$ cat src/rtl/regbank_pkg.sv
`default_nettype none
// ============================================================================
//  Module   : regbank_pkg
//  Purpose  : Shared defaults, requester ids and constants for the register
//             bank write-port controller.
//  Revision : 1.0 - initial release
// ============================================================================
package regbank_pkg;

    localparam int NREQ_DEFAULT = 3;
    localparam int AW_DEFAULT   = 5;
    localparam int DW_DEFAULT   = 32;

    // Fixed requester slots on the shared write port
    typedef enum logic [1:0] {
        REQ_ALU  = 2'd0,
        REQ_LOAD = 2'd1,
        REQ_DBG  = 2'd2
    } req_id_e;

    // Register $0 is hard-wired; writes to it are swallowed
    localparam logic [AW_DEFAULT-1:0] REG_ZERO = '0;

endpackage
`default_nettype wire

$ cat src/rtl/regbank_wr_ctrl_if.sv
`default_nettype none
// ============================================================================
//  Module   : regbank_wr_ctrl_if
//  Purpose  : Requester handshake, bank write port, decode read addresses and
//             hazard/status outputs of the write-port controller.
//  Revision : 1.0 - initial release
// ============================================================================
interface regbank_wr_ctrl_if
    import regbank_pkg::*;
#(
    parameter int NREQ = NREQ_DEFAULT,
    parameter int AW   = AW_DEFAULT,
    parameter int DW   = DW_DEFAULT
) ();

    logic [NREQ-1:0]    req_valid;
    logic [NREQ-1:0]    req_ready;
    logic [NREQ*AW-1:0] req_addr;
    logic [NREQ*DW-1:0] req_data;
    logic               RegWrite;
    logic [AW-1:0]      wrAddr;
    logic [DW-1:0]      wrData;
    logic [1:0]         grant_id;
    logic [AW-1:0]      rdAddrA;
    logic [AW-1:0]      rdAddrB;
    logic               hazA;
    logic               hazB;
    logic [15:0]        wr_count;

    // Requesters / decode stage side
    modport master (
        output req_valid, req_addr, req_data, rdAddrA, rdAddrB,
        input  req_ready, RegWrite, wrAddr, wrData, grant_id, hazA, hazB, wr_count
    );

    // Controller side
    modport slave (
        input  req_valid, req_addr, req_data, rdAddrA, rdAddrB,
        output req_ready, RegWrite, wrAddr, wrData, grant_id, hazA, hazB, wr_count
    );

endinterface
`default_nettype wire

$ cat src/rtl/rr_arbiter.sv
`default_nettype none
// ============================================================================
//  Module   : rr_arbiter
//  Purpose  : Combinational round-robin pick: first requesting index at or
//             after ptr, searched cyclically. One-hot grant plus encoded id.
//  Revision : 1.0 - initial release
// ============================================================================
module rr_arbiter
    import regbank_pkg::*;
#(
    parameter int NREQ = NREQ_DEFAULT
) (
    input  logic [NREQ-1:0] req,
    input  logic [1:0]      ptr,
    input  logic            en,
    output logic [NREQ-1:0] gnt,
    output logic [1:0]      gnt_id
);

    int   w_idx;
    logic w_found;

    // Cyclic priority search starting at ptr; nothing granted when disabled
    always_comb begin
        gnt     = '0;
        gnt_id  = '0;
        w_found = 1'b0;
        w_idx   = 0;
        for (int k = 0; k < NREQ; k++) begin
            w_idx = int'(ptr) + k;
            if (w_idx >= NREQ) begin
                w_idx = w_idx - NREQ;
            end
            if (en && !w_found && req[w_idx]) begin
                w_found    = 1'b1;
                gnt[w_idx] = 1'b1;
                gnt_id     = 2'(w_idx);
            end
        end
    end

endmodule
`default_nettype wire

$ cat src/rtl/regbank_wr_ctrl.sv
`default_nettype none
// ============================================================================
//  Module   : regbank_wr_ctrl
//  Purpose  : Shares the single register-bank write port between the ALU,
//             load and debug writeback sources through a round-robin grant
//             and one register stage; flags RAW hazards for both read ports.
//  Revision : 1.0 - initial release
// ============================================================================
module regbank_wr_ctrl
    import regbank_pkg::*;
#(
    parameter int NREQ = NREQ_DEFAULT,
    parameter int AW   = AW_DEFAULT,
    parameter int DW   = DW_DEFAULT
) (
    input  logic               clk,
    input  logic               reset,
    input  logic               arb_en,
    regbank_wr_ctrl_if.slave   bus
);

    localparam logic [1:0]    c_LAST = 2'(NREQ - 1);
    localparam logic [AW-1:0] c_ZERO = AW'(REG_ZERO);

    logic [1:0]      r_ptr;
    logic            r_regWrite;
    logic [AW-1:0]   r_wrAddr;
    logic [DW-1:0]   r_wrData;
    logic [1:0]      r_grantId;
    logic [15:0]     r_wrCount;

    logic [NREQ-1:0] w_gnt;
    logic [1:0]      w_gntId;
    logic            w_xfer;
    logic            w_arbEn;
    logic [AW-1:0]   w_selAddr;
    logic [DW-1:0]   w_selData;
    logic            w_hazA;
    logic            w_hazB;

    // Grants are forced off while reset is held so ready reads 0
    assign w_arbEn = arb_en & reset;

    rr_arbiter #(
        .NREQ   (NREQ)
    ) u_arb (
        .req    (bus.req_valid),
        .ptr    (r_ptr),
        .en     (w_arbEn),
        .gnt    (w_gnt),
        .gnt_id (w_gntId)
    );

    assign w_xfer    = |w_gnt;
    assign w_selAddr = bus.req_addr[w_gntId*AW +: AW];
    assign w_selData = bus.req_data[w_gntId*DW +: DW];

    // Write stage: latch the winner; $0 consumes a slot but never pulses RegWrite
    always_ff @(posedge clk or negedge reset) begin
        if (!reset) begin
            r_ptr      <= 2'd0;
            r_regWrite <= 1'b0;
            r_wrAddr   <= '0;
            r_wrData   <= '0;
            r_grantId  <= 2'd0;
        end else if (w_xfer) begin
            r_ptr      <= (w_gntId == c_LAST) ? 2'd0 : w_gntId + 2'd1;
            r_regWrite <= (w_selAddr != c_ZERO);
            r_wrAddr   <= w_selAddr;
            r_wrData   <= w_selData;
            r_grantId  <= w_gntId;
        end else begin
            r_regWrite <= 1'b0;
        end
    end

    // Saturating count of cycles that actually wrote the bank
    always_ff @(posedge clk or negedge reset) begin
        if (!reset) begin
            r_wrCount <= 16'd0;
        end else if (r_regWrite && (r_wrCount != 16'hFFFF)) begin
            r_wrCount <= r_wrCount + 16'd1;
        end
    end

    // RAW hazards against the in-flight write and every pending request
    always_comb begin
        w_hazA = 1'b0;
        w_hazB = 1'b0;
        if (reset) begin
            if (r_regWrite && (r_wrAddr == bus.rdAddrA)) w_hazA = 1'b1;
            if (r_regWrite && (r_wrAddr == bus.rdAddrB)) w_hazB = 1'b1;
            for (int i = 0; i < NREQ; i++) begin
                if (bus.req_valid[i] && (bus.req_addr[i*AW +: AW] == bus.rdAddrA)) w_hazA = 1'b1;
                if (bus.req_valid[i] && (bus.req_addr[i*AW +: AW] == bus.rdAddrB)) w_hazB = 1'b1;
            end
            if (bus.rdAddrA == c_ZERO) w_hazA = 1'b0;
            if (bus.rdAddrB == c_ZERO) w_hazB = 1'b0;
        end
    end

    assign bus.req_ready = w_gnt;
    assign bus.RegWrite  = r_regWrite;
    assign bus.wrAddr    = r_wrAddr;
    assign bus.wrData    = r_wrData;
    assign bus.grant_id  = r_grantId;
    assign bus.wr_count  = r_wrCount;
    assign bus.hazA      = w_hazA;
    assign bus.hazB      = w_hazB;

endmodule
`default_nettype wire

$ cat src/flat_wrapper.sv
// flat-port wrapper written by rule: the top's interface ports become plain ports
module regbank_wr_ctrl_flat import regbank_pkg::*;
#(
    parameter int NREQ = NREQ_DEFAULT,
    parameter int AW   = AW_DEFAULT,
    parameter int DW   = DW_DEFAULT
)
  (clk, reset, arb_en, bus_req_valid, bus_req_addr, bus_req_data, bus_rdAddrA, bus_rdAddrB, bus_req_ready, bus_RegWrite, bus_wrAddr, bus_wrData, bus_grant_id, bus_hazA, bus_hazB, bus_wr_count);
  regbank_wr_ctrl_if #(.NREQ(NREQ), .AW(AW), .DW(DW)) bus_i ();
  input  logic clk;
  input  logic reset;
  input  logic arb_en;
  input wire logic [$bits(bus_i.req_valid)-1:0] bus_req_valid;
  input wire logic [$bits(bus_i.req_addr)-1:0] bus_req_addr;
  input wire logic [$bits(bus_i.req_data)-1:0] bus_req_data;
  input wire logic [$bits(bus_i.rdAddrA)-1:0] bus_rdAddrA;
  input wire logic [$bits(bus_i.rdAddrB)-1:0] bus_rdAddrB;
  output wire logic [$bits(bus_i.req_ready)-1:0] bus_req_ready;
  output wire logic [$bits(bus_i.RegWrite)-1:0] bus_RegWrite;
  output wire logic [$bits(bus_i.wrAddr)-1:0] bus_wrAddr;
  output wire logic [$bits(bus_i.wrData)-1:0] bus_wrData;
  output wire logic [$bits(bus_i.grant_id)-1:0] bus_grant_id;
  output wire logic [$bits(bus_i.hazA)-1:0] bus_hazA;
  output wire logic [$bits(bus_i.hazB)-1:0] bus_hazB;
  output wire logic [$bits(bus_i.wr_count)-1:0] bus_wr_count;
  assign bus_i.req_valid = bus_req_valid;
  assign bus_i.req_addr = bus_req_addr;
  assign bus_i.req_data = bus_req_data;
  assign bus_i.rdAddrA = bus_rdAddrA;
  assign bus_i.rdAddrB = bus_rdAddrB;
  assign bus_req_ready = bus_i.req_ready;
  assign bus_RegWrite = bus_i.RegWrite;
  assign bus_wrAddr = bus_i.wrAddr;
  assign bus_wrData = bus_i.wrData;
  assign bus_grant_id = bus_i.grant_id;
  assign bus_hazA = bus_i.hazA;
  assign bus_hazB = bus_i.hazB;
  assign bus_wr_count = bus_i.wr_count;
  regbank_wr_ctrl #(.NREQ(NREQ), .AW(AW), .DW(DW)) u_core (.clk(clk), .reset(reset), .arb_en(arb_en), .bus(bus_i));
endmodule
$ cat config.mk
export PLATFORM = sky130hd
export DESIGN_NAME = regbank_wr_ctrl_flat
export DESIGN_NICKNAME = d
export VERILOG_FILES = /design/src/rtl/regbank_pkg.sv /design/src/rtl/regbank_wr_ctrl_if.sv /design/src/rtl/rr_arbiter.sv /design/src/rtl/regbank_wr_ctrl.sv /design/src/flat_wrapper.sv
export SDC_FILE = /design/constraint.sdc
export NUM_CORES = 1
export LEC_CHECK = 0
export ABC_CLOCK_PERIOD_IN_PS = 4810
export CORE_ASPECT_RATIO = 1.2
export CORE_MARGIN = 2
export CORE_UTILIZATION = 35
export CTS_BUF_LIST = sky130_fd_sc_hd__clkbuf_16
export DETAILED_ROUTE_END_ITERATION = 16
export GPL_TIMING_DRIVEN = 0
export HOLD_SLACK_MARGIN = 0.08
export PLACE_DENSITY_LB_ADDON = 0.25
export SLEW_MARGIN = 20
export SYNTH_ARGS = -nofsm -noshare
export SYNTH_HDL_FRONTEND = slang
export SYNTH_SLANG_ARGS = --single-unit
$ cat constraint.sdc
create_clock -name clk -period 4.81 [get_ports clk]
set_input_delay 0.962 -clock clk [delete_from_list [all_inputs] [get_ports clk]]
set_output_delay 0.962 -clock clk [all_outputs]
set_load 0.05 [all_outputs]
==> flow_metrics.env <==
export IMPL_num_vias=3702
export IMPL_p_total_w=0.00364
export IMPL_route_detailed_drc=0
export IMPL_fin_skew_ns=0.00617
export IMPL_start_kind="input pin"
export IMPL_cts_sinks=58
export IMPL_multi_input_area_mm2=0.00249
export IMPL_wl_met2_um=6360
export IMPL_cts_buffers_inserted=9
export IMPL_htreeDepth=3
export IMPL_report_final_setup_viol=0
export IMPL_routabilityCongestion=0.868
export IMPL_cts_setup_buffers=0
export IMPL_netlist_area_leader_share=0.352
export IMPL_synth_warning_count=0
export IMPL_clkLatencyLatePin_ns=0.33
export IMPL_die_w_um=103
export IMPL_worst_slew_pin_slew_ns=0.592
export IMPL_final_area_mm2=0.00644
export IMPL_path_buf_inv=2
export IMPL_async_reset_ff_frac=1.00
export IMPL_nNetsFinal=722
export IMPL_grt_max_degree=34
export IMPL_worst_slew_margin_rel=0.604
export IMPL_yosys_register_bits=58
export IMPL_period_share=0.927
export IMPL_antenna_found_initial=0
export IMPL_synth_xor_area_frac=0.115
export IMPL_yosysSeqAreaShare=0.352
export IMPL_synth_avg_cell_area_um2=10.3
export IMPL_dp_cells=736
export IMPL_cp_end_kind="primary output"
export IMPL_grt_usage=0.196
export IMPL_wl_um=12200
export IMPL_drive_above_1_share=0.133
export IMPL_seqCellArea_mm2=0.00145
export IMPL_p_leak_nw=2.65
export IMPL_vdd_drop_max_uv=297
export IMPL_critical_path_top_delay_family="buffers and inverters"
export IMPL_crit_slowest_cell="clkdlybuf4s50_1"
export IMPL_slew_violations=0
export IMPL_cts_path_max_buffers=2
export IMPL_drt_pass1_iter_count=4
export IMPL_clk_pin_slew_ns=0.05
export IMPL_place_area_mm2=0.00611
export IMPL_cp_max_fo=8
export IMPL_wl_met3_um=859
export IMPL_wl_met1_um=4850
export IMPL_core_area_mm2=0.0115
export IMPL_mappedNetlistArea_mm2=0.00412
export IMPL_grt_pass1_vias=3808
export IMPL_synth_compound_area_share=0.0983
export IMPL_synthSimpleGateAreaFrac=0.129
export IMPL_ios=188
export IMPL_cp_common_cell="clkdlybuf4s50_1"
export IMPL_postRouteAntennaNets=0
export IMPL_yosysMostFrequentCell="dfrtp_1"
export IMPL_cpPeakStageDelay_ns=0.80
export IMPL_synth_top_family_by_area="multiplexers"
export IMPL_syn_nets=533
export IMPL_die_area_mm2=0.0127
export IMPL_drt_iter0_markers=88
export IMPL_root_buffer="clkbuf_16"
export IMPL_grt_pass1_wl_um=19200
export IMPL_cts_tree="built"
export IMPL_rsz0062_at_grt="no"
export IMPL_status="complete, no violations"
export IMPL_crit_chain="clkdlybuf4s50_1 > mux2i_4 > or3b_1 > a21oi_1 > a21o_1 > clkdlybuf4s50_1"
export IMPL_vias_per_cell=4.92
export IMPL_rows=43
export IMPL_io_buffers=177
export IMPL_area_growth_pct=56.1
export IMPL_synthMuxAreaShare=0.247
export IMPL_crit_arrival_ns=3.50
export IMPL_post_drt_wl_per_cell_um=16.2
export IMPL_cts_hold_buf=0
export IMPL_gr_total_overflow=0
export IMPL_synth_fa_ha_area_frac=0.0152
export IMPL_ys_flop_type="dfrtp_1"
export IMPL_yosys_top_cells_area="dfrtp_1 (35%), mux2_4 (14%), mux2i_1 (9.5%)"
export IMPL_syn_inst=401
export IMPL_fin_cells=752
export IMPL_p_per_area_mw_per_mm2=566
export IMPL_finalHoldViolCount=0
export IMPL_die_y_um=123
export IMPL_hold_path_class="reg2reg"
export IMPL_post_route_min_period_ns=4.46
export IMPL_yosys_cell_types_count=48
export IMPL_max_freq_mhz=224
export IMPL_initial_utilization=0.358
export IMPL_cp_data_required_time_ns=3.85
export IMPL_fillerInstances=1085
export IMPL_dp_hpwl_um=9750
export IMPL_top_layer_used="met4"
export IMPL_synth_common_cells="dfrtp_1 (58), nand2_1 (47), mux2i_1 (39), xor2_1 (39), mux2_4 (38)"
export IMPL_path_class="in2out"
export IMPL_antennaDiodeCount=0
export IMPL_synth_top_area_cell="dfrtp_1"
export IMPL_cts_resized_gates=0
export IMPL_synth_edf_count=0
export IMPL_cap_violations=0
==> layout make-up <==
cell class	instances	area share
plain buffers	28	0.0262
clock buffers	9	0.0350
clock inverters	7	0.0157
inverters	4	0.00233
multi-input cells	311	0.387
flip-flops and latches	58	0.226
well taps	157	0.0305
repair buffers	178	0.278
==> cells in the final DEF, fill, tap and decap left out, types with 2 or more instances in the layout <==
| cell type | instances |
|---|---|
| nor2b_1 | 3 |
| mux2_4 | 38 |
| dfrtp_1 | 58 |
| o21ai_1 | 15 |
| buf_2 | 5 |
| buf_4 | 2 |
| xnor2_1 | 15 |
| o21ai_0 | 24 |
| clkdlybuf4s50_1 | 176 |
| inv_6 | 2 |
| inv_1 | 4 |
| a21o_1 | 2 |
| nand2b_1 | 2 |
| o21a_1 | 2 |
| nor2_1 | 12 |
| and3_1 | 2 |
| nor4_1 | 10 |
| and4_1 | 2 |
| mux2_2 | 3 |
| clkinvlp_4 | 2 |
| a21oi_1 | 3 |
| ha_1 | 5 |
| mux2i_1 | 39 |
| a31oi_1 | 5 |
| nand4_1 | 3 |
| buf_6 | 7 |
| clkbuf_1 | 14 |
| xor2_1 | 39 |
| nand3_1 | 18 |
| bufinv_16 | 2 |
| nand2_1 | 47 |
| or4_1 | 3 |
| clkbuf_16 | 9 |
==> routing by layer <==
layer | GRT usage | vias up
met5 | 0 | -
met4 | 0.0485 | 0
met3 | 0.0588 | 13
met2 | 0.349 | 143
met1 | 0.228 | 1749
li1 | - | 1797
==> final timing paths <==
path / from / end / slack (ns) / depth (start not counted)
hold / removal: u_core.bus.wr_count[15] / u_core.bus.wr_count[15] / 0.49 / 1
min in group asynchronous: reset / u_core.bus.wrAddr[0] / 0.58 / 1
hold reg to reg: u_core.bus.wr_count[15] / u_core.bus.wr_count[15] / 0.49 / 1
max in group asynchronous: reset / u_core.bus.wrData[23] / 3.72 / 2
setup / recovery: bus_req_valid[1] / bus_req_ready[1] / 0.35 / 6
setup reg to reg: u_core.r_ptr[0] / u_core.bus.wrData[29] / 2.04 / 9
==> stage by stage <==
stage / worst slack, ns / hold WS (ns) / setup TNS (ns) / util
finish: 0.350 / 0.491 / 0 / 0.559
global route: 0.303 / 0.516 / 0 / 0.559
CTS: 0.371 / 0.498 / 0 / 0.559
detailed placement: 0.381 / 0.490 / 0 / 0.531
global placement: -1.92 / 0.473 / -46.41 / 0.529
floorplan: 1.29 / 0.534 / 0 / -
==> state kept, by name (all words and copies together) (netlist names) <==
name                 flops
u_core.r_ptr             2
u_core.bus.wrData       32
u_core.bus.grant_id      2
u_core.bus.RegWrite      1
u_core.bus.wr_count     16
u_core.bus.wrAddr        5
==> power breakdown <==
group / switching [W] / internal, W / total (W)
logic: 0.00118 / 0.000910 / 0.00209
registers: 0.000172 / 0.000686 / 0.000858
clock network: 0.000239 / 0.000457 / 0.000697
==> cell families (layout without fill, tap and decap cells) <==
family | after synthesis | in the layout
multiplexers | 81 | 81
AND/OR/NAND/NOR | 107 | 107
flip-flops | 58 | 58
buffers and inverters | 32 | 226
adder cells (fa/ha/maj) | 5 | 5
AO/OA/AOI/OAI | 64 | 64
XOR/XNOR | 54 | 54
Note: power is estimated with default switching activity, not from simulation.
